[src/rtl/sign_unit_if.sv]
// Request/response bundle for sign_unit: one request per cycle in, one registered result out.
interface sign_unit_if #(
   parameter int L = 4
);
   // Valid-only handshake: the unit is always ready, so in_valid=1 at a rising
   // edge is an accepted request and out_valid=1 marks its result one cycle later.
   logic         in_valid;
   logic [1:0]   op;
   logic         sign;
   logic [L-1:0] data_in;
   logic [L-1:0] result;
   logic         overflow;
   logic         out_valid;

   modport master (
      output in_valid, op, sign, data_in,
      input  result, overflow, out_valid
   );

   modport slave (
      input  in_valid, op, sign, data_in,
      output result, overflow, out_valid
   );
endinterface

[src/rtl/sign_unit.sv]
// Registered sign-manipulation unit: negate, absolute value, or apply a sign
// to an unsigned magnitude, with one-cycle latency and no backpressure.
module sign_unit #(
   parameter int L = 4
) (
   input  logic        clk,
   input  logic        rst,
   sign_unit_if.slave  bus
);

   typedef enum logic [1:0] {
      OP_INVERT   = 2'b00,
      OP_ABS      = 2'b01,
      OP_GIVESIGN = 2'b10,
      OP_RSVD     = 2'b11
   } op_e;

   localparam logic [L-1:0] MIN_VAL = {1'b1, {(L-1){1'b0}}};

   logic [L-1:0] result_d, result_q;
   logic         overflow_d, overflow_q;
   logic         out_valid_d, out_valid_q;

   logic [L-1:0] neg_val;
   logic [L-1:0] calc_res;
   logic         calc_ovf;

   // Every negating path shares this one incrementer on the inverted operand.
   assign neg_val = ~bus.data_in + {{(L-1){1'b0}}, 1'b1};

   always_comb begin
      calc_res = '0;
      calc_ovf = 1'b0;
      case (op_e'(bus.op))
         OP_INVERT: begin
            calc_res = neg_val;
            calc_ovf = (bus.data_in == MIN_VAL);
         end
         OP_ABS: begin
            calc_res = bus.data_in[L-1] ? neg_val : bus.data_in;
         end
         OP_GIVESIGN: begin
            if (bus.sign) begin
               calc_res = neg_val;
               calc_ovf = (bus.data_in > MIN_VAL);
            end else begin
               // Magnitudes above MAXP pass through unchanged but are flagged.
               calc_res = bus.data_in;
               calc_ovf = bus.data_in[L-1];
            end
         end
         default: begin
            calc_res = '0;
            calc_ovf = 1'b0;
         end
      endcase
   end

   always_comb begin
      result_d    = result_q;
      overflow_d  = overflow_q;
      out_valid_d = bus.in_valid;
      if (bus.in_valid) begin
         result_d   = calc_res;
         overflow_d = calc_ovf;
      end
   end

   always_ff @(posedge clk) begin
      if (rst) begin
         result_q    <= '0;
         overflow_q  <= 1'b0;
         out_valid_q <= 1'b0;
      end else begin
         result_q    <= result_d;
         overflow_q  <= overflow_d;
         out_valid_q <= out_valid_d;
      end
   end

   assign bus.result    = result_q;
   assign bus.overflow  = overflow_q;
   assign bus.out_valid = out_valid_q;

endmodule

[src/flat_wrapper.sv]
// flat-port wrapper written by rule: the top's interface ports become plain ports
module sign_unit_flat 
#(
   parameter int L = 4
)
  (clk, rst, bus_in_valid, bus_op, bus_sign, bus_data_in, bus_result, bus_overflow, bus_out_valid);
  sign_unit_if #(.L(L)) bus_i ();
  input  logic clk;
  input  logic rst;
  input wire logic [$bits(bus_i.in_valid)-1:0] bus_in_valid;
  input wire logic [$bits(bus_i.op)-1:0] bus_op;
  input wire logic [$bits(bus_i.sign)-1:0] bus_sign;
  input wire logic [$bits(bus_i.data_in)-1:0] bus_data_in;
  output wire logic [$bits(bus_i.result)-1:0] bus_result;
  output wire logic [$bits(bus_i.overflow)-1:0] bus_overflow;
  output wire logic [$bits(bus_i.out_valid)-1:0] bus_out_valid;
  assign bus_i.in_valid = bus_in_valid;
  assign bus_i.op = bus_op;
  assign bus_i.sign = bus_sign;
  assign bus_i.data_in = bus_data_in;
  assign bus_result = bus_i.result;
  assign bus_overflow = bus_i.overflow;
  assign bus_out_valid = bus_i.out_valid;
  sign_unit #(.L(L)) u_core (.clk(clk), .rst(rst), .bus(bus_i));
endmodule
[config.mk]
export PLATFORM = sky130hd
export DESIGN_NAME = sign_unit_flat
export DESIGN_NICKNAME = d
export VERILOG_FILES = /design/src/rtl/sign_unit_if.sv /design/src/rtl/sign_unit.sv /design/src/flat_wrapper.sv
export SDC_FILE = /design/constraint.sdc
export NUM_CORES = 1
export LEC_CHECK = 0
export CAP_MARGIN = 0
export CORE_AREA = 8 8 45 47
export CTS_CLUSTER_DIAMETER = 50
export CTS_CLUSTER_SIZE = 40
export DETAILED_ROUTE_END_ITERATION = 12
export DIE_AREA = 0 0 53 55
export GPL_TIMING_DRIVEN = 0
export HOLD_SLACK_MARGIN = 0.08
export PLACE_DENSITY = 0.71
export SLEW_MARGIN = 20
export SYNTH_ARGS = -nofsm -noshare
export SYNTH_HDL_FRONTEND = slang
export SYNTH_SLANG_ARGS = --single-unit
[constraint.sdc]
create_clock -name clk -period 1.28 [get_ports clk]
set_input_delay 0.256 -clock clk [delete_from_list [all_inputs] [get_ports clk]]
set_output_delay 0.256 -clock clk [all_outputs]
set_load 0.02 [all_outputs]
==> results_dict.tcl, run 1 <==
set metrics [dict create \
    status "finished, final reports clean" \
    port_buffers 15 \
    die_w_um 53 \
    h-tree-depth 1 \
    crit_path_end "u_core.bus.result[3]" \
    antenna_found_initial 0 \
    clk_pin_slew_ps 40 \
    synth_cells 49 \
    fp-row-count 14 \
    slowest_stage "a211o_1" \
    grt_max_degree 11 \
    n_fill_cell 157 \
    crit_buf_inv 1 \
    timing.rr.start "u_core.bus.result[1]" \
    drc 0 \
    synthesis.nets 61 \
    hold-worst-slack_ps 318 \
    rsz0062_at_grt "false" \
    startpoint "bus_data_in[2]" \
    fin_setup_tns_ps 0 \
    p_leak_nw 0.281 \
    period_share_pct 91.4 \
    peakVddDrop_mv 0.207 \
    crit_chain "clkbuf_2, nor3_2, ha_1, a211o_1, a311oi_1" \
    place_ws_ps -547 \
    via_per_inst 5.02 \
    n_antenna_cell 0 \
    drt_wl_total_mm 1.02 \
    worst_pin_slew_ps 323 \
    postSynthAreaPerCell_um2 8.25 \
    start_util_pct 29.2 \
    crit_family "compound AO/OA/AOI/OAI gates" \
    hold_violations 0 \
    layout-drive-gt1-share_pct 21.7 \
    nets 83 \
    wl_per_cell_um 12.0 \
    cts_buffers 3 \
    r2r_slack_ps 600 \
    grt.overflow.total 0 \
    core_area_um2 1380 \
    worstPathRequired_ps 1440 \
    cts.sinks 6 \
    finalMaxSlewViolations 0 \
    area_growth_pct 50.2 \
    criticalPathCategory "in2reg" \
    cts-root-buf "clkbuf_4" \
    cts_tree "yes" \
    crit_arrival_ps 1330 \
    dr.pass1.iters 4 \
    drtAntennaViolNets 0 \
    fin_crit_ps 1170 \
    hp-class "in2reg" \
    power.density_nw_per_um2 841 \
    slowest_delay_ps 290 \
    hpwlAfterDp_um 770 \
    stdcell_area_um2 607 \
    synth_cell_types 25 \
    placed_cells 80 \
    drtIter0Drc 1 \
    maxCapViolations 0 \
    cts_buffer_depth 2 \
    reg2reg_to "u_core.bus.result[1]" \
    cp-start-kind "input port" \
    endpoint_kind "register" \
    ys_warn_count 0 \
    die_area_um2 2920 \
    die_y_um 55 \
    reg2reg_depth 2 \
    fin_util_pct 43.9 \
    relSlewSlack_pct 78.4 \
    grt_pass1_vias 430 \
    cp.depth 5 \
    path_max_fanout 6 \
    setup_viol 0 \
    ios 16 \
    syn_area_um2 404 \
    finClkSkew_ps 0 \
    p_total_uw 510 \
    num_vias 427 \
    max_freq_ghz 0.855 \
    grt_first_pass_wirelength_mm 1.68 \
    placed_cell_area_um2 579 \
    grtUsageTotal_pct 8.09 \
    fin_cells 85 \
    place.gp.congestion 0.799 \
    ys_seq_area_share_pct 29.7 \
    clk_latency_ps 250 \
    ys_seq_elements 6 \
    setup_slack_ps 110 \
]
power breakdown:
| group | switching, mW | internal, mW | total, mW |
|---|---|---|---|
| Combinational | 0.0684 | 0.0668 | 0.135 |
| Sequential | 0.00425 | 0.199 | 0.203 |
| Clock | 0.0660 | 0.106 | 0.172 |
layout by cell type, fill, tap and decap left out, drive strengths merged:
cell type / instances
dlymetal6s2s: 2
nor2: 3
a311oi: 2
ha: 2
nand4b: 1
o21ai: 3
nand2: 1
dfxtp: 6
nor3b: 2
a21oi: 2
o2111ai: 1
nor2b: 9
and3b: 1
nor3: 1
a211o: 1
a41oi: 1
clkbuf: 7
dlygate4sd2: 6
buf: 4
clkdlybuf4s50: 3
inv: 3
nand2b: 3
nand3: 1
o211ai: 3
o21bai: 1
state kept, by name (all words and copies together) (netlist names):
register	cells
u_core.bus.result	4
u_core.bus.out_valid	1
u_core.bus.overflow	1
what timing repair did:
action | CTS | global route
buffers inserted | 0 | 2
resized for setup | 11 | 12
setup endpoints to repair | 10 | 3
cloned | 0 | 1
pin swaps | 2 | 4
hold buffers | 0 | 0
layer usage:
metal	GRT usage (%)	up-vias	routed length (µm)	share of wire, %
li1	-	220	-	-
met1	8.97	185	454	44
met2	11.5	17	419	41
met3	2.41	5	110	11
met4	9.05	0	39	3.8
met5	0	-	0	0
synthesized netlist by cell type:
| cell type | number | area share, % |
|---|---|---|
| nor3b_1 | 1 | 1.9 |
| nand3_1 | 1 | 1.2 |
| inv_1 | 2 | 1.9 |
| ha_1 | 2 | 6.2 |
| nand2_1 | 1 | 0.93 |
| o211ai_1 | 3 | 5.6 |
| a211o_1 | 1 | 2.2 |
| a41oi_1 | 1 | 2.2 |
| nand2b_1 | 3 | 4.6 |
| nand4b_1 | 1 | 2.2 |
| clkbuf_1 | 1 | 0.93 |
| buf_4 | 1 | 1.9 |
| and3b_1 | 1 | 2.2 |
| nor2_1 | 3 | 2.8 |
| a311oi_1 | 2 | 4.3 |
| o21bai_1 | 1 | 1.9 |
| inv_2 | 1 | 0.93 |
| nor3b_2 | 1 | 3.1 |
| nor3_1 | 1 | 1.2 |
| dfxtp_1 | 6 | 30 |
| nor2b_1 | 9 | 14 |
| o21ai_0 | 1 | 1.2 |
| o2111ai_1 | 1 | 2.2 |
| o21ai_1 | 2 | 2.5 |
| a21oi_1 | 2 | 2.5 |
cell type report:
class / instances / area, µm² / share of cell area, %
Buffer: 1 / 11.3 / 1.86
Inverter: 3 / 11.3 / 1.86
Sequential cell: 6 / 120 / 19.8
Tap cell: 16 / 20.0 / 3.30
Clock buffer: 3 / 22.5 / 3.71
Timing Repair Buffer: 18 / 150 / 24.7
Multi-Input combinational cell: 38 / 272 / 44.7
kinds of logic after synthesis:
group | Yosys count | share of synthesized area [%]
DFF | 6 | 29.7
buffers and inverters | 5 | 5.57
AOI/OAI and AO/OA | 14 | 24.5
and+or+nand+nor | 22 | 34.1
adders and majority gates | 2 | 6.19
tightest hold or removal path: stages:
cell and delay (ps):
clkbuf_2 110, nand3_1 80, a21oi_1 60
how the worst min path moves through the flow:
stage	start	end	slack, ps	depth (start not counted)
CTS	u_core.bus.overflow	u_core.bus.overflow	470	2
floorplan	rst	u_core.bus.overflow	330	1
global placement	u_core.bus.overflow	u_core.bus.overflow	460	2
finish	bus_data_in[0]	u_core.bus.result[0]	320	3
detailed placement	u_core.bus.overflow	u_core.bus.overflow	460	2
global route	bus_data_in[0]	u_core.bus.result[0]	320	3
Power figures use the tool's default switching activity.
==> run 2: changes to the inputs <==
- CORE_AREA: 8 8 45 47 -> 2 2 39 41
- DIE_AREA: 0 0 53 55 -> 0 0 41 43
==> run 2 against run 1 <==
Global-route usage grew 3.6 points. Routed wire length is 12% lower. Power down 1.2%. Via count decreased by 2.6%. Register-to-register slack about the same. First-iteration DRC count rose to 5.0 times the previous value. Highest routed layer unchanged. Non-clock buffer count decreased by 3. Sequential share of layout area up 0.85 points. Clock skew is the same. Maximum frequency fell by 5.1%. Flip-flop and latch count stayed put.
==> results_dict.tcl, run 2 (synthesis results as in run 1) <==
set metrics [dict create \
    layout-drive-gt1-share_pct 16.7 \
    power.density_nw_per_um2 866 \
    p_total_uw 504 \
    grtUsageTotal_pct 11.6 \
    maxCapViolations 0 \
    ios 16 \
    dr.pass1.iters 4 \
    cp-start-kind "input port" \
    fp-row-count 14 \
    antenna_found_initial 0 \
    hp-class "in2reg" \
    h-tree-depth 1 \
    timing.rr.start "u_core.bus.result[1]" \
    crit_buf_inv 1 \
    num_vias 416 \
    nets 80 \
    n_antenna_cell 0 \
    reg2reg_to "u_core.bus.result[1]" \
    grt_max_degree 11 \
    reg2reg_depth 2 \
    peakVddDrop_mv 0.199 \
    finClkSkew_ps 0 \
    crit_arrival_ps 1390 \
    criticalPathCategory "in2reg" \
    setup_viol 0 \
    start_util_pct 29.2 \
    area_growth_pct 44.0 \
    mostFrequentLayoutCells "9 x nor2b_1, 8 x dlygate4sd2_1, 6 x dfxtp_1, 4 x clkdlybuf4s50_1" \
    clk_pin_slew_ps 40 \
    grt_util_met3_pct 1.57 \
    n_fill_cell 155 \
    cts_buffer_depth 2 \
    cts_buffers 3 \
    drtAntennaViolNets 0 \
    drt_wl_total_um 902 \
    cts_tree "yes" \
    grt.overflow.total 0 \
    via_per_inst 5.07 \
    hold_start "bus_data_in[0]" \
    largest_reg_flops 4 \
    relSlewSlack_pct 78.7 \
    path_max_fanout 6 \
    slowest_delay_ps 310 \
    die_area_um2 1760 \
    holdPathEnd "u_core.bus.result[0]" \
    layout_commonest_cell "nor2b_1" \
    cts-root-buf "clkbuf_4" \
    status "finished, final reports clean" \
    crit_chain "dlygate4sd2_1, ha_1, a211o_1, a311oi_1" \
    r2r_slack_ps 610 \
    fin_util_pct 42.0 \
    die_w_um 41 \
    worst_pin_slew_ps 319 \
    slowest_stage "ha_1" \
    fin_cells 82 \
    gr-usage-met2_pct 16.9 \
    hold_violations 0 \
    drtIter0Drc 5 \
    wl_per_cell_um 11.0 \
    endpoint_kind "register" \
    cts_hold_buf 0 \
    worstPathRequired_ps 1440 \
    min_path_cells 3 \
    fin_crit_ps 1230 \
    die_y_um 43 \
    placed_cells 80 \
    postCtsSetupRepairBufs 0 \
    drc 0 \
    crit_family "compound AO/OA/AOI/OAI gates" \
    cts.sinks 6 \
    grt.busiest_layer "met2" \
    clk_latency_ps 240 \
    max_freq_ghz 0.811 \
    p_leak_nw 0.250 \
    place.gp.congestion 0.772 \
    port_buffers 15 \
    grt_use_met1_pct 15.1 \
    core_area_um2 1380 \
    finalMaxSlewViolations 0 \
    grt_pass1_vias 343 \
    grt_first_pass_wirelength_mm 1.40 \
    period_share_pct 96.4 \
]
[run 2: cell types whose count changed in the layout (fill, tap and decap cells not counted)]
cell,previous run,this run
clkbuf_2,4,1
buf_2,0,2
dlygate4sd2_1,6,8
buf_4,3,0
dlymetal6s2s_1,2,0
clkdlybuf4s50_1,3,4
[run 2: per-stage QoR]
stage	hold WS, ps	setup TNS [ps]	setup WS, ps	cell area, µm²
floorplan	325	0	22.5	409
global placement	457	-1560	-558	579
detailed placement	466	-1670	-590	579
CTS	328	0	20.3	582
global route	335	-2.78	-2.78	582
finish	333	0	46.7	582
[run 2: power breakdown]
part | leakage, nW | internal [mW] | switching, mW
sequential | 0.0495 | 0.199 | 0.00421
clock | 0.0138 | 0.106 | 0.0661
combinational | 0.187 | 0.0614 | 0.0674
[run 2: repair_timing]
| item | CTS | global route |
|---|---|---|
| gates resized for setup | 18 | 3 |
| pin swaps | 3 | 2 |
| endpoints found under the setup margin | 10 | 3 |
[run 2: how the worst max path moves through the flow]
stage                   start                    to  slack (ps)  cells past startpoint
6_report       bus_data_in[3]  u_core.bus.result[3]          50                      4
5_1_grt             bus_op[1]  u_core.bus.result[1]          -3                      5
4_1_cts             bus_op[1]  u_core.bus.result[1]          20                      5
3_5_place_dp   bus_data_in[2]  u_core.bus.result[3]        -590                      5
3_3_place_gp   bus_data_in[2]  u_core.bus.result[3]        -560                      5
2_1_floorplan  bus_data_in[1]  u_core.bus.result[3]          20                      4
[run 2: metal layers]
layer | vias up | wire length (µm)
li1 | 214 | -
met1 | 184 | 399
met2 | 16 | 421
met3 | 2 | 66
met4 | 0 | 15
met5 | - | 0
[run 2: area by class of cell]
| class | count | area [µm²] | area share, % |
|---|---|---|---|
| multi-input combinational | 38 | 272 | 46.7 |
| clock buffer | 3 | 22.5 | 3.87 |
| buffer | 1 | 11.3 | 1.94 |
| inverter | 3 | 11.3 | 1.94 |
| timing repair buffer | 15 | 125 | 21.5 |
| tap | 16 | 20.0 | 3.44 |
| sequential | 6 | 120 | 20.6 |
[run 2: worst register-to-register path, delay by kind of cell, from the launching register on]
family,cells,cell delay (ps)
flops,1,320
compound gates,1,220
simple gates,1,40
==> run 3: changes to the inputs <==
- CAP_MARGIN: 0 -> default
==> results of run 3 <==
The final DEF is identical to that of run 2; final timing and power are the same.
